`config.mk`:
```
export PLATFORM = sky130hd
export DESIGN_NAME = implication_queue
export DESIGN_NICKNAME = d
export VERILOG_FILES = /design/src/rtl/sat_pkg.sv /design/src/rtl/implication_fifo.sv /design/src/rtl/implication_queue.sv
export SDC_FILE = /design/constraint.sdc
export NUM_CORES = 1
export LEC_CHECK = 0
export BUFFER_PORTS_ARGS = -buffer_cell sky130_fd_sc_hd__buf_4
export CAP_MARGIN = 10
export CORE_UTILIZATION = 25
export CTS_CLUSTER_DIAMETER = 200
export CTS_CLUSTER_SIZE = 8
export DETAILED_ROUTE_END_ITERATION = 8
export GPL_ROUTABILITY_DRIVEN = 0
export PLACE_DENSITY = 0.45
export SLEW_MARGIN = 20
export SYNTH_ARGS = -nofsm -noshare
export SYNTH_HDL_FRONTEND = slang
export SYNTH_SLANG_ARGS = --single-unit
```
`constraint.sdc`:
```
create_clock -name clock -period 8 [get_ports clock]
set_clock_uncertainty 0.15 [all_clocks]
set_input_delay 0.8 -clock clock [delete_from_list [all_inputs] [get_ports clock]]
set_output_delay 0.8 -clock clock [all_outputs]
set_load 0.01 [all_outputs]
```
`src/rtl/sat_pkg.sv`:
```
// Types and sizing shared by the evaluator, the implication queue and the
// assignment writer of sat_solver.
package sat_pkg;

    localparam int NUM_VARIABLE   = 128;
    localparam int VARIABLE_INDEX = $clog2(NUM_VARIABLE) - 1;

    typedef struct packed {
        logic [VARIABLE_INDEX:0] variable;
        logic                    val;
    } implication_t;

endpackage

```
`src/rtl/implication_fifo.sv`:
```
// Synchronous circular FIFO of implications with push/pop/clear and an
// occupancy count; the head reads as zero while the FIFO is empty.
module implication_fifo
    import sat_pkg::*;
#(
    parameter int DEPTH = 16,
    localparam int AW   = $clog2(DEPTH)
) (
    input  logic         clock,
    input  logic         reset_n,
    input  logic         clear,
    input  logic         push,
    input  logic         pop,
    input  implication_t push_data,
    output implication_t head,
    output logic [AW:0]  count,
    output logic         empty,
    output logic         full
);

    logic [AW-1:0] wr_ptr;
    logic [AW-1:0] rd_ptr;
    implication_t  mem [DEPTH];
    logic          push_en;
    logic          pop_en;

    assign push_en = push && !full;
    assign pop_en  = pop && !empty;

    always_ff @(posedge clock or negedge reset_n) begin
        if (!reset_n) begin
            wr_ptr <= '0;
            rd_ptr <= '0;
            count  <= '0;
        end else if (clear) begin
            wr_ptr <= '0;
            rd_ptr <= '0;
            count  <= '0;
        end else begin
            if (push_en) wr_ptr <= wr_ptr + 1'b1;
            if (pop_en)  rd_ptr <= rd_ptr + 1'b1;
            case ({push_en, pop_en})
                2'b10:   count <= count + 1'b1;
                2'b01:   count <= count - 1'b1;
                default: count <= count;
            endcase
        end
    end

    // Storage carries data only, so it is left out of reset.
    always_ff @(posedge clock) begin
        if (push_en && !clear) mem[wr_ptr] <= push_data;
    end

    assign empty = (count == '0);
    assign full  = (count == (AW + 1)'(DEPTH));
    assign head  = empty ? '0 : mem[rd_ptr];

endmodule

```
`src/rtl/implication_queue.sv`:
```
// Buffers implications from the clause evaluator, drops duplicates through a
// per-variable pending table and freezes on a contradictory implication.
module implication_queue
    import sat_pkg::*;
#(
    parameter int DEPTH = 16
) (
    input  logic                      clock,
    input  logic                      reset_n,
    input  logic                      clear,
    input  logic                      in_valid,
    input  logic [VARIABLE_INDEX:0]   in_variable,
    input  logic                      in_val,
    output logic                      in_ready,
    output logic                      out_valid,
    output logic [VARIABLE_INDEX:0]   out_variable,
    output logic                      out_val,
    input  logic                      out_ready,
    output logic                      conflict,
    output logic [VARIABLE_INDEX:0]   conflict_variable,
    output logic [$clog2(DEPTH):0]    count,
    output logic                      empty,
    output logic                      full
);

    logic [NUM_VARIABLE-1:0] pending;
    logic [NUM_VARIABLE-1:0] pending_val;
    implication_t            head;
    implication_t            in_entry;
    logic                    accept;
    logic                    pop;
    logic                    hit;
    logic                    enqueue;
    logic                    contradict;

    assign in_ready   = !full && !conflict;
    assign out_valid  = !empty && !conflict;
    assign accept     = in_valid && in_ready;
    assign pop        = out_valid && out_ready;

    // Classification always uses the table as it stood before this edge.
    assign hit        = pending[in_variable];
    assign enqueue    = accept && !hit;
    assign contradict = accept && hit && (pending_val[in_variable] != in_val);

    assign in_entry     = '{variable: in_variable, val: in_val};
    assign out_variable = head.variable;
    assign out_val      = head.val;

    implication_fifo #(.DEPTH(DEPTH)) u_fifo (
        .clock     (clock),
        .reset_n   (reset_n),
        .clear     (clear),
        .push      (enqueue),
        .pop       (pop),
        .push_data (in_entry),
        .head      (head),
        .count     (count),
        .empty     (empty),
        .full      (full)
    );

    // A popped head can never equal an enqueued variable (the head is pending),
    // so the set and the clear never target the same bit.
    always_ff @(posedge clock or negedge reset_n) begin
        if (!reset_n) begin
            pending <= '0;
        end else if (clear) begin
            pending <= '0;
        end else begin
            if (enqueue) pending[in_variable]   <= 1'b1;
            if (pop)     pending[head.variable] <= 1'b0;
        end
    end

    always_ff @(posedge clock) begin
        if (enqueue) pending_val[in_variable] <= in_val;
    end

    always_ff @(posedge clock or negedge reset_n) begin
        if (!reset_n) begin
            conflict          <= 1'b0;
            conflict_variable <= '0;
        end else if (clear) begin
            conflict          <= 1'b0;
            conflict_variable <= '0;
        end else if (contradict) begin
            conflict          <= 1'b1;
            conflict_variable <= in_variable;
        end
    end

endmodule

```
Word level (Yosys, flattened, before mapping)
Memory sizes are Yosys's and may differ from the RTL's.
Index checks and enable logic that the tools add are counted.
Storage, ports and cells
  register bits after elaboration: 277
  bits in latches: 0
  RAM bits: 128
  bits in read-only memories: 0
  input bits: 13
  memories kept: 1
Memories
  u_fifo.mem: depth 16, bits a word 8, read ports 1, clocked after Yosys merged registers in 0, wr ports 1, RTL line implication_fifo.sv:23  | implication_t mem [DEPTH];
Cells by class
  add/subtract/negate cells: 4
  multiply operators: 0
  div/mod/pow operators: 0
  magnitude comparators: 4
  equality and inequality tests: 4
  shift-type cells: 0
  mux-type cells: 26
  bitwise logic cells: 3
  reduce and logical (&&, ||, !) cells: 22
Operators by type and width (count)
  128-bit 2-to-1 mux: 4
  128-bit bitwise AND: 1
  128-bit bitwise mux: 1
  128-bit inverter: 1
  128-bit bitwise OR: 1
  7-bit by 8-bit less-than comparator with 1-bit output, second input constant: 2
  4-bit 2-to-1 mux: 4
  1-bit binary-select mux with 7-bit select: 2
  1-bit demux with 7-bit select: 2
  7-bit by 1-bit greater-or-equal comparator with 1-bit output, second input constant: 2
  7-bit 2-to-1 mux: 2
  1-bit logical AND: 12
  5-bit one-hot mux with 2 select lines: 1
  4-bit by 1-bit adder with 4-bit output, second input constant: 2
  1-bit 2-to-1 mux: 8
  8-bit 2-to-1 mux: 1
  2-bit nonzero test: 3
  5-bit by 1-bit adder with 5-bit output, second input constant: 1
  5-bit equality test, second input constant: 1
  1-bit logical NOT: 5
  5-bit logical NOT: 1
  5-bit 2-to-1 mux: 1
  5-bit by 1-bit subtractor with 5-bit output, second input constant: 1
  3-bit nonzero test: 1
  3 further kinds: 3

Logic depth before layout (Yosys ltp)
Gate-level depths: netlist (run 1).
  word-level depth: 10
  depth in mapped cells: 15

Modules after synthesis
Synthesis (run 1) repeated with hierarchy kept, for this count alone.
Second synthesis, totals
  cell total of the unflattened synthesis: 1770
  area, all modules: 20129.3 µm²
By module, submodules not included
  implication_queue: instances 1, cells an instance 1438, area each 14213.6 µm²
  implication_fifo: instances 1, cells an instance 332, area each 5915.7 µm²

Least setup slack after synthesis (run 1)
Ideal clock, no wire load.
  kind: in2reg
  start: input in_variable[2]
  end: memory u_fifo.mem[8][0] (netlist name), enable pin
  library setup time: 0.385 ns
  arrival time: 3.928 ns
  path slack: 3.537 ns
  cell stages on the path: 12
  buffers on the path: 4
  cells stage by stage: buf_2 buf_2 buf_2 mux4_2 a22oi_1 a21oi_1 a311o_1 a211oi_2 nor2_2 buf_4 or3b_1 nor3b_1
On the way
  word-level cells in the longest chain between the ends: 8
RTL lines
  start: declaration: RTL line implication_queue.sv:12  | input logic [VARIABLE_INDEX:0] in_variable,
  1-bit binary-select mux with 7-bit select: RTL line implication_queue.sv:42  | assign hit = pending[in_variable];
  1-bit 2-to-1 mux (implied by the code): RTL line implication_queue.sv:42
  1-bit logical NOT: RTL line implication_queue.sv:43  | assign enqueue = accept && !hit;
  1-bit logical AND: RTL line implication_queue.sv:43
  1-bit logical AND: RTL line implication_fifo.sv:27  | assign push_en = push && !full;
  1-bit logical AND: RTL line implication_fifo.sv:52  | if (push_en && !clear) mem[wr_ptr] <= push_data;
  1-bit 2-to-1 mux: RTL line implication_fifo.sv:52
  1-bit 2-to-1 mux (implied by the code): RTL line implication_fifo.sv:52
  end: declaration: RTL line implication_fifo.sv:23
No other way between the ends. The select of a mux whose other input is x is not followed.

Final worst setup path (run 1)
  start: input in_variable[0]
  end: memory u_fifo.mem[4][0] (netlist name), enable pin
Same word-level chain as after synthesis.

==> results of run 1 <==
-- kinds of logic after synthesis --
kind of cell | after synthesis | share of synthesized area
adder cells (fa/ha/maj) | 7 | 0.00466
buffers and inverters | 125 | 0.0306
AO/OA/AOI/OAI | 311 | 0.113
multiplexers | 119 | 0.114
AND/OR/NAND/NOR | 392 | 0.127
flip-flops | 405 | 0.607
XOR/XNOR | 8 | 0.00373
-- worst max-delay path: stages --
cell                      delay, ps
sky130_fd_sc_hd__buf_4          560
sky130_fd_sc_hd__buf_4          540
sky130_fd_sc_hd__mux4_2         580
sky130_fd_sc_hd__a22oi_1        310
sky130_fd_sc_hd__nand2_1        100
sky130_fd_sc_hd__a31o_1         260
sky130_fd_sc_hd__nor4_2         630
sky130_fd_sc_hd__nor2_4         280
sky130_fd_sc_hd__buf_4          410
sky130_fd_sc_hd__nor3b_1        340
sky130_fd_sc_hd__nand2_1         90
sky130_fd_sc_hd__nor2_1         640
-- area by class of cell --
class	instances	area, um^2	share of cell area
sequential	405	11400	0.526
tap	969	1210	0.0559
clock inverter	2	21.3	0.000980
multi-input combinational	837	6830	0.315
timing repair buffer	73	556	0.0256
clock buffer	97	1600	0.0736
inverter	17	63.8	0.00294
-- worst max path at each step --
stage | startpoint | endpoint | cells past startpoint
2_1_floorplan | in_variable[2] | u_fifo.mem[8][0] | 12
3_3_place_gp | in_variable[0] | u_fifo.mem[0][3] | 11
3_5_place_dp | in_variable[0] | u_fifo.mem[0][3] | 11
4_1_cts | in_variable[0] | u_fifo.mem[0][4] | 11
5_1_grt | in_variable[0] | u_fifo.mem[4][4] | 12
6_report | in_variable[0] | u_fifo.mem[4][0] | 12
-- through the flow --
| step | util | cell area, um^2 |
|---|---|---|
| after global placement | 0.270 | 20100 |
| after floorplan | - | 18800 |
| after detailed placement | 0.270 | 20100 |
| after CTS | 0.291 | 21700 |
| final | 0.291 | 21700 |
| after global routing | 0.291 | 21700 |
-- cells in the final DEF (no fill, tap or decap), types with 11 or more instances in the layout --
| master | count |
|---|---|
| sky130_fd_sc_hd__edfxtp_1 | 256 |
| sky130_fd_sc_hd__dfrtp_1 | 148 |
| sky130_fd_sc_hd__nor2_1 | 132 |
| sky130_fd_sc_hd__a21oi_1 | 97 |
| sky130_fd_sc_hd__o21a_1 | 80 |
| sky130_fd_sc_hd__mux4_2 | 74 |
| sky130_fd_sc_hd__buf_4 | 71 |
| sky130_fd_sc_hd__nor4_2 | 58 |
| sky130_fd_sc_hd__clkbuf_16 | 58 |
| sky130_fd_sc_hd__a211oi_1 | 49 |
| sky130_fd_sc_hd__nor2_2 | 44 |
| sky130_fd_sc_hd__nand2_1 | 39 |
| sky130_fd_sc_hd__clkbuf_1 | 39 |
| sky130_fd_sc_hd__mux2i_1 | 29 |
| sky130_fd_sc_hd__inv_1 | 16 |
| sky130_fd_sc_hd__mux2_2 | 16 |
| sky130_fd_sc_hd__nor4_1 | 14 |
| sky130_fd_sc_hd__o21ai_0 | 13 |
| sky130_fd_sc_hd__and3_1 | 13 |
| sky130_fd_sc_hd__nand3_1 | 12 |
| sky130_fd_sc_hd__a221oi_1 | 11 |
| sky130_fd_sc_hd__a22oi_1 | 11 |
-- where the power goes --
| part | switching (uW) | internal [uW] |
|---|---|---|
| logic | 840 | 371 |
| clock network | 898 | 1330 |
| registers | 40.5 | 2260 |
-- per-layer routing --
metal	part of all wire	up-vias
li1	-	5335
met1	0.46	6525
met2	0.47	381
met3	0.048	92
met4	0.023	4
met5	0.00029	-
-- sequential cells by signal, summed over array words and instances (netlist names) --
| signal | cells |
|---|---|
| u_fifo.count | 5 |
| u_fifo.mem | 128 |
| u_fifo.wr_ptr | 4 |
| pending | 128 |
| conflict | 1 |
| conflict_variable | 7 |
| u_fifo.rd_ptr | 4 |
| pending_val | 128 |
==> flow_results.org, run 1 <==
** Worst setup path
- Startpoint of the worst-slack reg-to-reg timing path :: pending[115]
- Data arrival at the endpoint of the critical path :: between 5000 and 6000 ps
- Data required, critical path :: between 8000 and 9000 ps
- Of all nets on the critical path, the largest fanout is 52.
- Startpoint type of the worst setup path :: primary input
- For flop-to-flop paths, the worst setup slack is about 3300 ps.
- The setup path with the least slack is of type primary input to register.
- The endpoint identified for the worst register-to-register timing path is u_fifo.mem[4][0].
- STA classifies the critical path endpoint as a register.
- For the worst flop-to-flop path, the logic depth is 11.

** Final layout
- Relative to the synthesized area, the layout overhead comes to 15.4%.
- The final layout contains roughly 1400 nets.
- Once layout is complete, the cells apart from fillers number between 2000 and 2500.
- The number of antenna diodes in the final layout is 0.
- In the final layout, the share of cells above drive strength 1 is 0.238.
- Number of filler instances in the final layout :: 7462

** Logic synthesis
- The most used flip-flop cell after synthesis is sky130_fd_sc_hd__edfxtp_1.
- During synthesis, Yosys emitted a total of 0 warnings.
- Sequential element share of the synthesized area :: 0.607
- After synthesis, the share of flip-flops with an asynchronous set or reset is 0.368.
- Mapped Cells :: 1367
- A synthesized cell averages 13.8 um^2.
- The number of different library cells used by synthesis comes to 68.
- Cell taking the most area after synthesis :: sky130_fd_sc_hd__edfxtp_1
- Sorting the synthesized cells by area gives the leading types as sky130_fd_sc_hd__edfxtp_1 (41%), sky130_fd_sc_hd__dfrtp_1 (20%), sky130_fd_sc_hd__mux4_2 (8.9%).
- Cell types with the highest counts after synthesis :: sky130_fd_sc_hd__edfxtp_1 (256), sky130_fd_sc_hd__dfrtp_1 (149), sky130_fd_sc_hd__nor2_1 (137)
- Of the post-synthesis cell area, the dominant cell type holds 0.409.
- Most used standard cell by instance count after synthesis :: sky130_fd_sc_hd__edfxtp_1
- Post-synthesis register bit count :: slightly above 400
- Counting every net in the synthesized netlist gives 1387.
- Number of enable-type register cells in the synthesized netlist :: 256
- After synthesis the cells add up to 18800 um^2.

** Global routing
- The via count of the first global-routing pass is roughly 13000.
- GRT met3 Usage :: 0.0223
- met2 is the most crowded layer.
- For met2 alone, demand over resource in global routing was 0.260.
- Entering global routing, the biggest net connects 94 pins.
- For this run the aggregate overflow at the end of global routing stands at 0.
- Global routing met1 resource utilization :: 0.228
- Antenna violations before repair :: 3
- The first global-routing pass estimated about 90000 um of wire.
- In the global route stage, overall resource usage came out at 0.162.

** Route
- Remaining routing DRC violations :: 1
- Initial DRC Count :: ~1300
- The first detailed-routing pass ran for 7 iterations.
- Final WL :: 62500 um
- After detailed routing, the average wire length per cell comes to ~26 um.
- After detailed routing, the number of vias per cell comes to ~5.1.
- The routed layout has about 12000 vias.
- Number of antenna-violating nets in the routed design :: 0

** Clock network
- Clock tree synthesis inserted a total of 56 buffers.
- Clock latency at the later pin of the worst-skew pair :: approximately 600 ps
- The clock passes through at most 3 buffers.
- Post-CTS timing repair inserted 0 buffers for setup.
- Cts-stage hold buffer count :: 0
- Quantity of gates resized following cts :: 0
- CTS root buffer :: sky130_fd_sc_hd__clkbuf_16
- The H-tree generated during clock tree synthesis spans 2 levels.
- Clock tree sinks :: around 410
- Clock tree from TritonCTS :: done
- Clock-pin slew was measured on the worst setup and hold paths at ~50 ps.

** Placement
- Placement-stage worst setup slack :: between 1500 and 2000 ps
- The HPWL after detailed placement is about 38000 um.
- Cells after DPL :: 2301
- PortBufs :: 37

** STA
- After routing, the total negative slack on setup checks comes to 0 ps.
- In the finished design, the share of the clock period the worst path needs comes to 0.700.
- Setup violations remaining at the end of the flow were counted as 0.
- Hold_ws :: between 150 and 200 ps
- Fmax :: about 0.18 GHz
- At the pin with the least slew margin, the transition time is just over 1000 ps.
- Endpoints failing hold :: 0
- Counting I/O delays and the setup requirement, the final critical path takes around 5600 ps.
- Number of max-slew violations in the final report :: 0
- Across all setup checks in the final design, the least slack found is 2400 ps.
- Slew headroom :: 0.306
- Setup repair after global routing left no endpoint under its margin.

** Die
- After floorplanning, the core was sized to cover 74400 um^2.
- Top-level I/O count :: 38
- Row generation in the floorplan step produced 100 rows.
- Y dimension of the die :: 276 um
- The die is about 280 um wide.
- Area of the die :: approximately 76000 um^2
- Starting density of the core :: 0.253

** Power
- Power spread over the standard cell area amounts to roughly 260 nW/um^2.
- Worst vdd ir :: about 150 uV
- Lkg Pwr :: around 0.0074 uW
- After layout, the design draws a total of approximately 5700 uW.

** Flow run
- Maxcap violations :: 0

** Outcome
- The checks that failed: DRC.
- The flow ran to the end, but the final reports show violations.

** Min path
- The min-delay analysis places its worst path in the category primary input to async pin.
No activity file was read; power rests on OpenSTA's default activity.
==> run 2, diff against run 1 <==
Settings changed: PLACE_DENSITY 0.45 to 0.46.
Clock period 8 ns to 4.5 ns, I/O delays scaled along.
==> run 2 against run 1 <==
The run still ends with DRC left. Clock power up 81%. Via count rose by 2.7%. Count of clock-buffer cells in the layout up 5. Sequential power increased by 77%. Critical path depth unchanged. First-iteration DRC count down 15%. Core utilization up 1.0 points. Setup slack lost 1800 ps. Final cell count increased by 3.6%. Total power increased by 81%. Register-to-register slack got worse by 2600 ps. Critical path type is now register to register. Critical endpoint is now u_fifo.count[4]. Largest cell class unchanged. Highest routed layer is now met4.
==> flow_results.org, run 2 (synthesis gave the netlist of run 1 again) <==
** Global routing
- Most Used Layer, Global Route :: met2
- The initial antenna violation count was 0 (-3).
- The overflow left after global routing is 0 (unchanged).
- GRT met3 Usage :: 0.0285 (+0.00617)
- The met1 usage came to 0.226 (-0.00213).
- The first-pass GRT wire length came to 92800 um (+0.73%).
- The pin count of the biggest net entering global routing is 96 (+2.1%).
- The global-route met2 utilization came to 0.256 (-0.00401).
- The global router's overall resource usage was 0.164 (+0.00198).
- The via count of the first global-routing pass was 13300 (+4.8%).

** Route
- The via count is 12700 (+2.7%).
- The detail-routed net length per standard cell was 25.3 um (-2.7%).
- Vias per inst :: 5.09 (-0.91%)
- The remaining antenna violation count was 0 (unchanged).
- Initial DRC Count :: 1071 (-15%)
- Number of optimization iterations in the first detailed-route pass :: 8 (+1)
- Final WL :: 63000 um (+0.82%)
- The final routed DRC violation total came to 1 (unchanged).

** STA
- Post-layout min period :: 3890 ps
- The worst hold margin was 62.6 ps (-101 ps).
- Pin slew with the least headroom to its limit :: 1020 ps (-18.7 ps)
- Accumulated negative setup slack :: 0 ps (unchanged)
- The number of endpoints failing setup at the final stage is 0 (unchanged).
- Tcrit/Tclk final :: 0.864
- The final count of hold timing violations is 0 (unchanged).
- The relative slew slack is 0.321 (+0.0150).
- The least setup slack across all paths after layout came to 612 ps (-1790 ps).
- Setup repair after global routing left no endpoint under its margin.
- Number of max-slew violations in the final report :: 0 (unchanged)
- Static timing analysis puts the maximum clock frequency at about 0.26 GHz.

** Die
- The row count came to 100 (unchanged).
- The die width was 276 um (unchanged).
- The starting density of the core came to 0.253 (unchanged).
- The die outline height was 276 um (unchanged).
- The overall die area is 76300 um^2 (unchanged).
- Top-level I/O count :: 38 (unchanged)
- The area inside the core boundary was 74400 um^2 (unchanged).

** Clock network
- The clock latency on the worst-skew pair was 670 ps (+70 ps).
- The hold-fix buffer count after cts was 1 (+1).
- Max H-tree Level :: 2 (unchanged)
- Setup Buffers After CTS :: 0 (unchanged)
- Inserted Clock Buffers :: 56 (unchanged)
- TritonCTS built the clock tree.
- The clock sink total was 405 (unchanged).
- Buffers from clock root to sink, at most :: 3 (unchanged)
- The count of instances resized after the clock tree is built was 0 (unchanged).
- CTS root buffer :: sky130_fd_sc_hd__clkbuf_16
- The clock input transition at the sequential cells of the worst setup and hold paths was 60 ps (about the same).

** Final layout
- Fin util :: 0.302 (+0.0102)
- The number of nets in the finished design was 1490 (+5.7%).
- Layout cells sized above 1 :: 0.275 (+0.0371)
- Reg area :: 11400 um^2 (unchanged)
- The total area of multi-input combinational cells came to 6820 um^2 (-0.11%).
- From synthesis to final layout, the design area changed by 19.5%.
- The top cell types in the final layout, fill and taps aside, are sky130_fd_sc_hd__edfxtp_1 (256), sky130_fd_sc_hd__dfrtp_1 (148), sky130_fd_sc_hd__buf_4 (141).
- The number of inserted filler cells in the final layout was 7410 (-0.70%).
- The number of diodes added for antenna fixing came to 0 (unchanged).
- Leading cell type in the layout, fill and taps excluded :: sky130_fd_sc_hd__edfxtp_1
- Biggest registers after layout :: pending: 128 flops, pending_val: 128 flops, u_fifo.mem: 128 flops

** Power
- The total power consumption of the routed design came to 10400 uW (+81%).
- Sw power :: 3250 uW (+83%)
- Worst vdd ir :: 273 uV (+84%)
- The relative contribution of combinational cells to total power was 0.218 (+0.007).
- The fraction of power consumed by sequential logic came to 0.393 (-0.008).
- Clock share of power :: 0.389 (about the same)
- Lkg Pwr :: 0.00784 uW (+6.0%)
- Cell internal pwr :: 7130 uW (+80%)
- The switching power as a share of total power is 0.313 (+0.00381).
- The power density over the cells came to 462 nW/um^2 (+75%).

** Flow run
- The total of max-cap violations came to 0 (unchanged).

** Placement
- The detailed placement HPWL was 40600 um (+6.6%).
- Placement-stage worst setup slack :: 62.5 ps (-1540 ps)
- The number of buffer cells added on primary ports came to 37 (unchanged).

** Worst setup path
- Worst setup path class :: register to register
- Worst Path Max Fanout :: 4 (-92%)
- Data arrival at the endpoint of the critical path :: 4230 ps (-1430 ps)
- Data required, critical path :: 4850 ps (-3210 ps)
- Type of destination of the critical path :: register
- STA classifies the critical path startpoint as a register.

** Outcome
- The checks that failed: DRC.
- The run finished, with violations left.

** Min path
- Worst hold-check path type :: primary input to register
-- run 2: cell count changes in the layout (fill, tap and decap cells not counted), sizes merged --
cell         delta
buf            +79
clkbuf          +5
clkinv          +2
dlygate4sd3     +1
-- run 2: worst max-delay path, cell delays in order (launching register included) --
cell                       delay [ps]
sky130_fd_sc_hd__dfrtp_1          390
sky130_fd_sc_hd__and3_1           190
sky130_fd_sc_hd__o21ai_0          270
sky130_fd_sc_hd__or4b_1           490
sky130_fd_sc_hd__a311o_1          390
sky130_fd_sc_hd__a211oi_2         390
sky130_fd_sc_hd__nor3_1           210
sky130_fd_sc_hd__xor2_1           180
sky130_fd_sc_hd__ha_1             240
sky130_fd_sc_hd__or3_1            310
sky130_fd_sc_hd__a21oi_1          180
sky130_fd_sc_hd__a21oi_1          100
sky130_fd_sc_hd__mux2_2           300
-- run 2: layout make-up --
cell class / instances / area share
multi-input cells: 837 / 0.304
clock buffers: 102 / 0.0701
repair buffers: 153 / 0.0566
flip-flops and latches: 405 / 0.508
well taps: 969 / 0.0540
inverters: 17 / 0.00284
clock inverters: 4 / 0.00423
-- run 2: per-stage QoR --
stage	std cells	area, um^2
finish	2487	22500
detailed placement	2380	20800
global route	2487	22500
global placement	2380	20800
CTS	2487	22500
floorplan	1367	18800
-- run 2: path summary, 6_finish.rpt --
| kind | start | endpoint | slack (ps) | depth (start not counted) |
|---|---|---|---|---|
| setup reg to reg | pending[15] | u_fifo.count[4] | 610 | 12 |
| hold reg to reg | pending[60] | pending[60] | 340 | 1 |
| min in group asynchronous | reset_n | pending[110] | 420 | 2 |
| max in group asynchronous | reset_n | pending[46] | 2770 | 3 |
| hold / removal | out_ready | u_fifo.rd_ptr[1] | 60 | 4 |
| setup / recovery | pending[15] | u_fifo.count[4] | 610 | 12 |
-- run 2: power groups by stage --
stage / clock network (uW) / registers (uW) / logic, uW
2_1_floorplan: 0 / 4140 / 1210
3_3_place_gp: 0 / 4150 / 2270
6_report: 4040 / 4080 / 2260
3_5_place_dp: 0 / 4150 / 2260
5_1_grt: 4270 / 4080 / 2400
4_1_cts: 4140 / 4080 / 2270
-- run 2: per-layer routing --
metal / vias to the layer above / share of wire / routed length [um]
li1: 5512 / - / -
met3: 122 / 0.062 / 3890
met2: 442 / 0.46 / 28700
met4: 0 / 0.035 / 2230
met5: - / 0 / 0
met1: 6592 / 0.45 / 28200
==> run 3, diff against run 2 <==
Settings changed: CORE_ASPECT_RATIO from default to 1.5.
==> run 3 against run 2 <==
The run now ends clean. Core utilization increased by 0.096 points. Count of clock-buffer cells in the layout decreased by 3. Setup slack improved by 54 ps. Final cell count increased by 0.40%. Non-clock buffer count decreased by 10. Fmax increased by 1.4%. Sequential share of layout area increased by 0.12 points. Total power about the same. Combinational power about the same. Global-route usage increased by 0.68 points. Clock power about the same. Largest cell class unchanged. Largest power group unchanged.
==> flow_results.org, run 3 (synthesis gave the netlist of run 1 again) <==
** STA
- Post-layout min period :: 3830 ps (-53.9 ps)
- Pin slew with the least headroom to its limit :: 1000 ps (-18.1 ps)
- Tcrit/Tclk final :: 0.852 (-0.0120)
- The number of max-slew violations in the final report is 0 (unchanged).
- Slew headroom :: 0.333 (+0.0121)
- The worst hold margin is 83.7 ps (+21.1 ps).
- Setup repair after global routing left no endpoint under its margin.
- The setup TNS is 0 ps (unchanged).
- The final count of hold timing violations was 0 (unchanged).
- Fmax :: 0.261 GHz (+1.4%)
- Setup violators final :: 0 (unchanged)

** Clock network
- The clock input transition at the sequential cells of the worst setup and hold paths was 50 ps (about the same).
- The number of clock buffers inserted by TritonCTS was 56 (unchanged).
- Cts-stage hold buffer count :: 1 (unchanged)
- Clock latency at the later pin of the worst-skew pair :: 610 ps (-60 ps)
- The maximum number of buffers from clock root to sink is 3 (unchanged).
- Max H-tree Level :: 2 (unchanged)
- Quantity of gates resized following cts :: 0 (unchanged)
- The root buffer cell chosen for the clock tree is sky130_fd_sc_hd__clkbuf_16.
- Clock tree sinks :: 405 (unchanged)
- Clock tree from TritonCTS :: done
- Setup Buffers After CTS :: 0 (unchanged)

** Global routing
- Pin count of the biggest net entering global routing :: 89 (-7.3%)
- Wire length of the first global-routing pass :: 94200 um (+1.6%)
- The via count of the first global-routing pass came to 13300 (unchanged).
- Total global-route track usage :: 0.171 (+0.00683)
- The overflow left after global routing is 0 (unchanged).
- The initial antenna violation count was 1 (+1).

** Power
- Power density over the cells :: 463 nW/um^2 (+0.18%)
- The leakage power total is 0.00779 uW (-0.59%).
- Worst vdd ir :: 328 uV (+20%)

** Final layout
- The library cell used most frequently in the layout, excluding fill and tap cells, is sky130_fd_sc_hd__edfxtp_1.
- Commonest cells after routing, fill and taps aside :: sky130_fd_sc_hd__edfxtp_1 (256), sky130_fd_sc_hd__dfrtp_1 (148), sky130_fd_sc_hd__nor2_1 (132)
- The number of non-filler instances in the completed layout came to 2497 (+0.40%).
- Layout cells sized above 1 :: 0.272 (-0.00360)
- Final-stage net count :: 1480 (-0.67%)
- Compared with the post-synthesis result, the final layout area differs by 19.2%.
- Antenna diode instance count :: 0 (unchanged)
- Biggest registers after layout :: pending: 128 flops, pending_val: 128 flops, u_fifo.mem: 128 flops

** Die
- Area of the die :: 76300 um^2 (about the same)
- Horiz. Die Dim :: 226 um (-18%)
- Area of the core :: 74000 um^2 (-0.55%)
- The starting density of the core came to 0.254 (+0.00141).
- Top-level I/O count :: 38 (unchanged)
- The die outline height is 338 um (+22%).
- The row count was 122 (+22%).

** Worst setup path
- Worst setup path class :: register to register
- The minimum setup slack among reg-to-reg paths was 670 ps (+50 ps).
- End of the worst register-to-register path :: u_fifo.count[4]
- The logic depth of the worst register-to-register path is 13 (+1).
- STA classifies the critical path endpoint as a register.
- Timing startpoint of the critical path :: pending[95]
- Worst Path Max Fanout :: 4 (unchanged)
- Data required, critical path :: 4840 ps (about the same)
- STA classifies the critical path startpoint as a register.
- Startpoint of the worst-slack reg-to-reg timing path :: pending[95]
- Data arrival at the endpoint of the critical path :: 4170 ps (-60 ps)

** Min path
- Start point of the worst min-delay path :: in_variable[4]
- Worst hold stages :: 1 (-3)
- Worst hold-check path type :: primary input to register
- Hold Crit Endpoint :: u_fifo.mem[13][5]

** Route
- Initial DRC Count :: 1125 (+5.0%)
- The detailed-route vias per instance was 5.06 (-0.64%).
- The remaining antenna violation count came to 0 (unchanged).
- Total via count in the routed design :: 12600 (-0.24%)
- Average wire per standard cell :: 25.8 um (+2.0%)
- Number of optimization iterations in the first detailed-route pass :: 5 (-3)
- The overall routed net length came to 64500 um (+2.4%).
- Remaining routing DRC violations :: 0 (-1)

** Placement
- The detailed placement HPWL was 42600 um (+4.8%).
- The number of placed instances with taps included was 2393 (+0.55%).
- PortBufs :: 37 (unchanged)

** Flow run
- The total of max-cap violations was 0 (unchanged).

** Outcome
- Result of the run :: complete, no violations
run 3: cell types whose count changed in the layout (fill, tap and decap cells not counted):
cell	before	now
sky130_fd_sc_hd__buf_4	141	129
sky130_fd_sc_hd__clkbuf_1	46	43
sky130_fd_sc_hd__buf_12	9	11
sky130_fd_sc_hd__clkinv_16	3	1
sky130_fd_sc_hd__clkinv_8	0	1
sky130_fd_sc_hd__inv_16	0	1
sky130_fd_sc_hd__nor2_1	133	132
sky130_fd_sc_hd__nor2_2	43	44
run 3: layout make-up:
class                           instances  area (um^2)
Tap cell                              992         1240
Multi-Input combinational cell        837         6830
Clock inverter                          4         71.3
Clock buffer                           99         1560
Sequential cell                       405        11400
Inverter                               17         63.8
Fill cell                            7452        51600
Timing Repair Buffer                  143         1220
run 3: report_power, final:
part	switching (uW)	total [uW]	leakage (uW)	internal, uW
combinational	1490	2250	0.00264	755
sequential	100	4120	0.00438	4020
clock	1680	4010	0.000773	2330
run 3: how the worst max path moves through the flow:
stage / endpoint / slack [ps] / cells after the start
floorplan: u_fifo.mem[8][0] / 390 / 12
global placement: u_fifo.count[4] / 50 / 15
detailed placement: u_fifo.count[4] / 120 / 16
CTS: out_variable[0] / 620 / 6
global route: u_fifo.count[4] / 440 / 16
finish: u_fifo.count[4] / 670 / 13
run 3: stage by stage:
stage	power, uW	setup slack, ps	cell area (um^2)	util
2_1_floorplan	5350	387	18800	-
3_3_place_gp	6450	54.8	20800	0.280
3_5_place_dp	6450	123	20800	0.280
4_1_cts	10500	616	22400	0.303
5_1_grt	10800	441	22400	0.303
6_report	10400	666	22400	0.303
run 3: per-layer routing:
layer,GRT usage,share of wire
met1,0.197,0.38
met2,0.311,0.53
met3,0.0206,0.042
met4,0.0834,0.048
met5,0,0
run 3: critical path: stages, from the launching register on:
cell and delay (ps):
sky130_fd_sc_hd__dfrtp_1 400, sky130_fd_sc_hd__mux4_2 490, sky130_fd_sc_hd__a22oi_1 210, sky130_fd_sc_hd__a21oi_1 180
sky130_fd_sc_hd__a311o_1 400, sky130_fd_sc_hd__a211oi_2 370, sky130_fd_sc_hd__nor3_1 120, sky130_fd_sc_hd__buf_4 180
sky130_fd_sc_hd__xor2_1 140, sky130_fd_sc_hd__ha_1 230, sky130_fd_sc_hd__or3_1 320, sky130_fd_sc_hd__a21oi_1 160
sky130_fd_sc_hd__a21oi_1 90, sky130_fd_sc_hd__mux2_2 270
